### src/rtl/sar_searcher_if.sv
// ---------------------------------------------------------------------------
// sar_searcher_if
// Bundle between the successive-approximation searcher and its environment
// (the signed less-than comparator plus whoever requests searches).
//
//   start  : request a new search (environment -> searcher)
//   lt_in  : comparator answer, 1 = target < guess, signed (env -> searcher)
//   guess  : trial value presented to comparator input B (searcher -> env)
//   busy   : high while trial values are being presented (searcher -> env)
//   done   : one-cycle pulse when result becomes valid (searcher -> env)
//   result : found target value, signed (searcher -> env)
//
// master : the searcher itself
// slave  : the environment (comparator + requester)
// ---------------------------------------------------------------------------
interface sar_searcher_if #(
    parameter int WIDTH = 4
);
    logic             start;
    logic             lt_in;
    logic [WIDTH-1:0] guess;
    logic             busy;
    logic             done;
    logic [WIDTH-1:0] result;

    modport master (
        input  start,
        input  lt_in,
        output guess,
        output busy,
        output done,
        output result
    );

    modport slave (
        output start,
        output lt_in,
        input  guess,
        input  busy,
        input  done,
        input  result
    );
endinterface

### src/rtl/sar_searcher.sv
// ---------------------------------------------------------------------------
// sar_searcher
// Finds an unknown two's-complement target by successive approximation,
// one bit per cycle, MSB first, using an external signed less-than
// comparator wired as lt_in = (target < guess).
//
// Ports:
//   clk    : single clock, all state updates on rising edge
//   reset  : synchronous, active-high reset
//   bus    : sar_searcher_if.master (start, lt_in, guess, busy, done, result)
//
// The search runs on an offset-binary code so that plain bit-by-bit binary
// search ordering matches signed ordering; guess/result are the code with
// its MSB flipped back to two's complement.
// ---------------------------------------------------------------------------
module sar_searcher #(
    parameter int WIDTH = 4
) (
    input  logic          clk,
    input  logic          reset,
    sar_searcher_if.master bus
);

    localparam int IDXW = $clog2(WIDTH);
    localparam logic [WIDTH-1:0] MSB_MASK = {1'b1, {(WIDTH-1){1'b0}}};
    localparam logic [IDXW-1:0]  IDX_TOP  = IDXW'(WIDTH - 1);

    typedef enum logic [1:0] {
        S_IDLE,
        S_TRIAL,
        S_DONE
    } state_t;

    state_t           state, state_d;
    logic [WIDTH-1:0] code,  code_d;
    logic [IDXW-1:0]  idx,   idx_d;
    logic [WIDTH-1:0] result_q, result_d;

    // NOTE: sequential state uses non-blocking assignments so every register
    // samples the pre-edge values computed by the combinational process.
    always_ff @(posedge clk) begin
        if (reset) begin
            state    <= S_IDLE;
            code     <= '0;
            idx      <= '0;
            result_q <= '0;
        end else begin
            state    <= state_d;
            code     <= code_d;
            idx      <= idx_d;
            result_q <= result_d;
        end
    end

    // NOTE: every variable gets its hold value first, so no path through the
    // case statement leaves one unassigned and no latch is inferred.
    always_comb begin
        state_d  = state;
        code_d   = code;
        idx_d    = idx;
        result_d = result_q;

        unique case (state)
            S_IDLE: begin
                // start is only looked at here; busy/done cycles ignore it
                if (bus.start) begin
                    code_d  = MSB_MASK;   // offset-binary midpoint == signed 0
                    idx_d   = IDX_TOP;
                    state_d = S_TRIAL;
                end
            end

            S_TRIAL: begin
                // lt_in answers for the guess driven this very cycle
                if (bus.lt_in) begin
                    code_d[idx] = 1'b0;
                end
                if (idx != '0) begin
                    code_d[idx - 1'b1] = 1'b1;
                    idx_d              = idx - 1'b1;
                end else begin
                    result_d = code_d ^ MSB_MASK;
                    state_d  = S_DONE;
                end
            end

            S_DONE: begin
                state_d = S_IDLE;
            end

            default: begin
                state_d = S_IDLE;
            end
        endcase
    end

    assign bus.guess  = (state == S_TRIAL) ? (code ^ MSB_MASK) : '0;
    assign bus.busy   = (state == S_TRIAL);
    assign bus.done   = (state == S_DONE);
    assign bus.result = result_q;

endmodule

### src/flat_wrapper.sv
// flat-port wrapper written by rule: the top's interface ports become plain ports
module sar_searcher_flat 
#(
    parameter int WIDTH = 4
)
  (clk, reset, bus_start, bus_lt_in, bus_guess, bus_busy, bus_done, bus_result);
  sar_searcher_if #(.WIDTH(WIDTH)) bus_i ();
  input  logic clk;
  input  logic reset;
  input wire logic [$bits(bus_i.start)-1:0] bus_start;
  input wire logic [$bits(bus_i.lt_in)-1:0] bus_lt_in;
  output wire logic [$bits(bus_i.guess)-1:0] bus_guess;
  output wire logic [$bits(bus_i.busy)-1:0] bus_busy;
  output wire logic [$bits(bus_i.done)-1:0] bus_done;
  output wire logic [$bits(bus_i.result)-1:0] bus_result;
  assign bus_i.start = bus_start;
  assign bus_i.lt_in = bus_lt_in;
  assign bus_guess = bus_i.guess;
  assign bus_busy = bus_i.busy;
  assign bus_done = bus_i.done;
  assign bus_result = bus_i.result;
  sar_searcher #(.WIDTH(WIDTH)) u_core (.clk(clk), .reset(reset), .bus(bus_i));
endmodule
### config.mk
export PLATFORM = sky130hd
export DESIGN_NAME = sar_searcher_flat
export DESIGN_NICKNAME = d
export VERILOG_FILES = /design/src/rtl/sar_searcher_if.sv /design/src/rtl/sar_searcher.sv /design/src/flat_wrapper.sv
export SDC_FILE = /design/constraint.sdc
export NUM_CORES = 1
export LEC_CHECK = 0
export ABC_AREA = 1
export CAP_MARGIN = 40
export CORE_AREA = 4 4 41 43
export CTS_BUF_LIST = sky130_fd_sc_hd__clkbuf_16
export CTS_CLUSTER_DIAMETER = 60
export DETAILED_ROUTE_END_ITERATION = 6
export DIE_AREA = 0 0 45 47
export HOLD_SLACK_MARGIN = 0.15
export PLACE_DENSITY = 0.81
export SLEW_MARGIN = 20
export SYNTH_ARGS = -nofsm -noshare
export SYNTH_HDL_FRONTEND = slang
export SYNTH_SLANG_ARGS = --single-unit
export TNS_END_PERCENT = 50
### constraint.sdc
create_clock -name clk -period 2.4 [get_ports clk]
set_input_delay 0.72 -clock clk [delete_from_list [all_inputs] [get_ports clk]]
set_output_delay 0.72 -clock clk [all_outputs]
set_load 0.02 [all_outputs]
# Yosys cells after proc, flatten, opt, wreduce, memory -nomap -nowiden
# Index checks and enable logic that the tools add are counted.
[op_classes] shifts=0 n_eq_ne=5 bitwise=6 n_div=0 multipliers=0 add_sub_neg=1 reduce_logical=9 n_lt_le_gt_ge=4 mux=16
[op_table] op="2-to-1 mux 4 bit" n=5
[op_table] op="2-to-1 mux 2 bit" n=4
[op_table] op="case mux 2 bit (2 select lines)" n=2
[op_table] op="case mux 4 bit (2 select lines)" n=1
[op_table] op="< comparator 2 x 3 -> 1 bit (second input constant)" n=2
[op_table] op="AND reduction 2 bit" n=3
[op_table] op="AND 4 bit" n=1
[op_table] op="demux 1 bit (select 2 bit)" n=2
[op_table] op=">= comparator 2 x 1 -> 1 bit (second input constant)" n=2
[op_table] op="inequality test 2 bit (second input constant)" n=2
[op_table] op="NOT 4 bit" n=1
[op_table] op="bitwise OR 4 bit" n=1
[op_table] op="nonzero test 2 bit" n=2
[op_table] op="NOT 1 bit" n=3
[op_table] op="AND reduction 3 bit" n=1
[op_table] op="== test 2 x 1 -> 1 bit (second input constant)" n=1
[op_table] op="== test 2 bit (second input constant)" n=1
[op_table] op="logical AND 1 bit" n=2
[op_table] op="zero test 2 bit" n=1
[op_table] op="2-to-1 mux 1 bit" n=2
[op_table] op="inequality test 2 x 1 -> 1 bit (second input constant)" n=1
[op_table] op="subtractor 2 x 1 -> 2 bit (second input constant)" n=1
[totals] mem_bits_rw=0 rom_bits=0 in_bits=4 n_memories=0 output_inout_bits=10 regBits=12 word_cells=45 latch_bits=0

# Depth between registers and ports, before layout
# Gate-level depths: netlist of the first run.
[depth] ltp_word=11 mapped_depth=8 depth_no_buf=8

# Worst setup path after synthesis of the first run
# Ideal clock, no wire load.
[synth_timing] path_kind="register to output" startpoint="register u_core.state[1]" endpoint="output bus_guess[0]" required_ns=1.680 setup_slack_ns=0.858 arrival_time_ns=0.822 stages_incl_launch_ff=4 n_path_buf=0 path_cell_list="dfxtp_1 inv_2 nand2_1 nor2_1"
[synth_via] elab_chain_len=2
[synth_rtl] element="start: declaration" line="sar_searcher.sv:34" text="state_t state, state_d;"
[synth_rtl] element="start signal: assignment" line="sar_searcher.sv:48" text="state <= state_d;"
[synth_rtl] element="== test 2 x 1 -> 1 bit" line="sar_searcher.sv:97" text="assign bus.guess = (state == S_TRIAL) ? (code ^ MSB_MASK) : '0;"
[synth_rtl] element="2-to-1 mux 4 bit" line="sar_searcher.sv:97"
[synth_rtl] element="end: declaration" line="flat_wrapper.sv:12" text="output wire logic [$bits(bus_i.guess)-1:0] bus_guess;"
# Every way passes these cells.

# Worst setup path in the final report of the first run
[layout_timing] startpoint="register u_core.state[0]" endpoint="output bus_busy"
[layout_via] elab_chain_len=1
[layout_rtl] element="== test 2 x 1 -> 1 bit" line="sar_searcher.sv:98" text="assign bus.busy = (state == S_TRIAL);"
[layout_rtl] element="end: declaration" line="flat_wrapper.sv:13" text="output wire logic [$bits(bus_i.busy)-1:0] bus_busy;"
# Every way passes these cells.

==> results of run 1 <==
path summary, 6_finish.rpt:
path              slack, ps                              start  depth (start not counted)                           endpoint
setup reg to reg       1040         u_core.idx[1]$_SDFFE_PP0P_                          7        u_core.code[0]$_SDFFE_PP0P_
hold / removal          460  u_core.bus.result[3]$_SDFFE_PP0P_                          2  u_core.bus.result[3]$_SDFFE_PP0P_
hold reg to reg         460  u_core.bus.result[3]$_SDFFE_PP0P_                          2  u_core.bus.result[3]$_SDFFE_PP0P_
setup / recovery        180       u_core.state[0]$_SDFFE_PP0P_                          3                           bus_busy
power groups by stage:
stage	clock network, mW	logic [mW]	registers [mW]
CTS	0.308	0.136	0.231
detailed placement	0	0.135	0.235
finish	0.303	0.135	0.231
global route	0.318	0.152	0.234
floorplan	0	0.0966	0.234
global placement	0	0.133	0.234
synth_stat cells, drive strengths merged:
cell,instances,area (sq um)
inv,13,48.8
dfxtp,12,240
a21oi,9,48.8
a31oi,1,6.26
nand2,24,108
nand3,7,35.0
nor2,11,57.6
clkbuf,1,3.75
o21ai,3,18.8
nand4,1,6.26
ha,4,50.1
cell families (layout without fill, tap and decap cells):
| family | Yosys count | after routing |
|---|---|---|
| simple gates | 43 | 43 |
| compound gates | 13 | 13 |
| buf+inv | 14 | 30 |
| flops | 12 | 12 |
| fa+ha+maj | 4 | 4 |
sequential cells by signal, indices dropped and copies added, names as in the netlist:
signal and count:
u_core.idx 2, u_core.bus.result 4, u_core.code 4, u_core.state 2
final cells by class:
class                      count  area, sq um  share of cell area (%)
clock inverter                 1         3.75                   0.443
timing repair buffer          13          130                    15.4
clock buffer                   3         75.1                    8.86
inverter                      13         48.8                    5.76
multi-input combinational     60          330                    39.0
tap                           15         18.8                    2.22
sequential                    12          240                    28.4
layout by cell type, fill, tap and decap left out:
cell and n:
nand2_1 21, clkdlybuf4s50_1 13, dfxtp_1 12, nor2_1 10, inv_1 8, a21oi_1 8
nand3_1 7, inv_2 5, ha_1 4, clkbuf_16 3, o21ai_0 2, nand2_4 2
nor2_8 1, o21ai_2 1, nand2_2 1, a21oi_2 1, nand4_1 1, a31oi_1 1
clkinv_1 1
routing by layer:
| metal | wire [um] | vias to the layer above |
|---|---|---|
| li1 | - | 301 |
| met1 | 553 | 258 |
| met2 | 620 | 21 |
| met3 | 80 | 4 |
| met4 | 29 | 0 |
| met5 | 0 | - |
worst min-delay path, delay by kind of cell (launching register included):
kind | cells | cell delay, ps
AO/OA/AOI/OAI | 1 | 60
flip-flops | 1 | 300
AND/OR/NAND/NOR | 1 | 60
stage by stage:
stage               total power [mW]  setup slack (ps)
global placement               0.367               445
finish                         0.669               176
floorplan                      0.330               858
detailed placement             0.370               428
global route                   0.703              78.3
CTS                            0.675               171
==> results.yml, run 1 <==
timing:
  clock_skew_ps: 2.64
  final_hold_viol_count: 0
  finalSetupTns_ps: 0
  min_period_ps: 2220
  tightest_slew_ps: 442
  timing.hold.ws_ps: 463
  fin_crit_sh_pct: 92.7
  slew_headroom_pct: 70.5
  setup_viol_count_final: 0
  rsz0062_at_grt: "false"
  drv_slew: 0
  max_freq_ghz: 0.450
synthesis:
  synth_top_family_by_area: "simple AND/OR/NAND/NOR gates"
  ys_ff_latch: 12
  yosys.area_share.adder_pct: 8.03
  synth_compound_area_share_pct: 11.8
  syn_nets: 94
  synthMuxAreaShare_pct: 0
  synth_cell_types: 17
  synth-simple-area-share_pct: 33.1
  syn_area_sq_um: 623
  synth_xor_area_share_pct: 0
  yosys_warnings: 0
  netlist_instances: 86
  ys_seq_area_share_pct: 38.6
  syn_area_per_cell_sq_um: 7.25
detailed_routing:
  drc: 0
  antenna_left: 0
  drt_iter0_markers: 11
  viasPerCell: 4.99
  route.detailed.wl_per_inst_um: 11.0
  via_count: 584
  dr.pass1.iters: 4
  drt_wl_total_mm: 1.28
place:
  place_area_sq_um: 768
  place_inst: 113
  io_buffer_count: 13
  dp_hpwl_um: 989
  place_congestion: 0.907
worst_setup_path:
  end_kind: "output pin"
  crit_required_ps: 1680
  crit_type: "flip-flop to output pin"
  slowest_delay_ps: 630
  arrival_ps: 1500
  path_cells: "inv_2 > nor2_8 > clkdlybuf4s50_1"
  critPathTopFamily: "buffers and inverters"
  crit_buf_inv: 2
  path_max_fanout: 8
  cp_slowest_cell: "clkdlybuf4s50_1"
  critPathLaunchType: "flip-flop"
die:
  ioPinCount: 14
  die_y_um: 47
  start_util_pct: 47.9
  core_sq_mm: 0.00130
  die_w_um: 45
  dieArea_sq_mm: 0.00212
  rows: 13
clock_tree:
  cts_made_buffers: 3
  cts_root_buf: "clkbuf_16"
  post_cts_buffers: 0
  h-tree-depth: 1
  cts_resized: 0
  clk_path_buf_depth: 2
  postCtsHoldBufs: 0
  cts_tree: "done"
  worstSkewPairLatency_ps: 240
  numClockSinks: 12
  clk_pin_slew_ps: 40
final_layout:
  syn_to_final_growth_pct: 35.9
  final_cell_area_sq_um: 847
  layout.nets: 111
  drive_gt1_share_pct: 13.7
  postLayoutCoreUtil_pct: 65.1
  fillers: 108
  diodes: 0
  fin_cells: 117
pwr:
  comb_power_share_pct: 20.2
  power_density_mw_per_mm2: 790
  swShare_pct: 27.4
  ir_drop_mv: 0.437
  p_leak_nw: 0.355
  p_int_mw: 0.486
  pwr-share-clk_pct: 45.2
  p_sw_mw: 0.183
  pwr-share-seq_pct: 34.6
job:
  cap_violations: 0
grt:
  grt-busiest-layer: "met2"
  grt_use_met2_pct: 24.3
  grt_pass1_wl_mm: 2.21
  use_met1_pct: 17.3
  use_met3_pct: 3.45
  grt_overflow: 0
  antenna_found_initial: 0
  grt_max_degree: 13
  grt_pass1_vias: 550
  grtUsageTotal_pct: 15.2
min_path:
  hold_path.class: "flip-flop to flip-flop"
run_status:
  status: "complete, no violations"
Power figures use the tool's default switching activity.
==> inputs of run 2 (changes only) <==
Settings changed: CTS_CLUSTER_SIZE from default to 10.
==> results of run 2 <==
The final DEF is identical to that of run 1; final timing and power are the same.
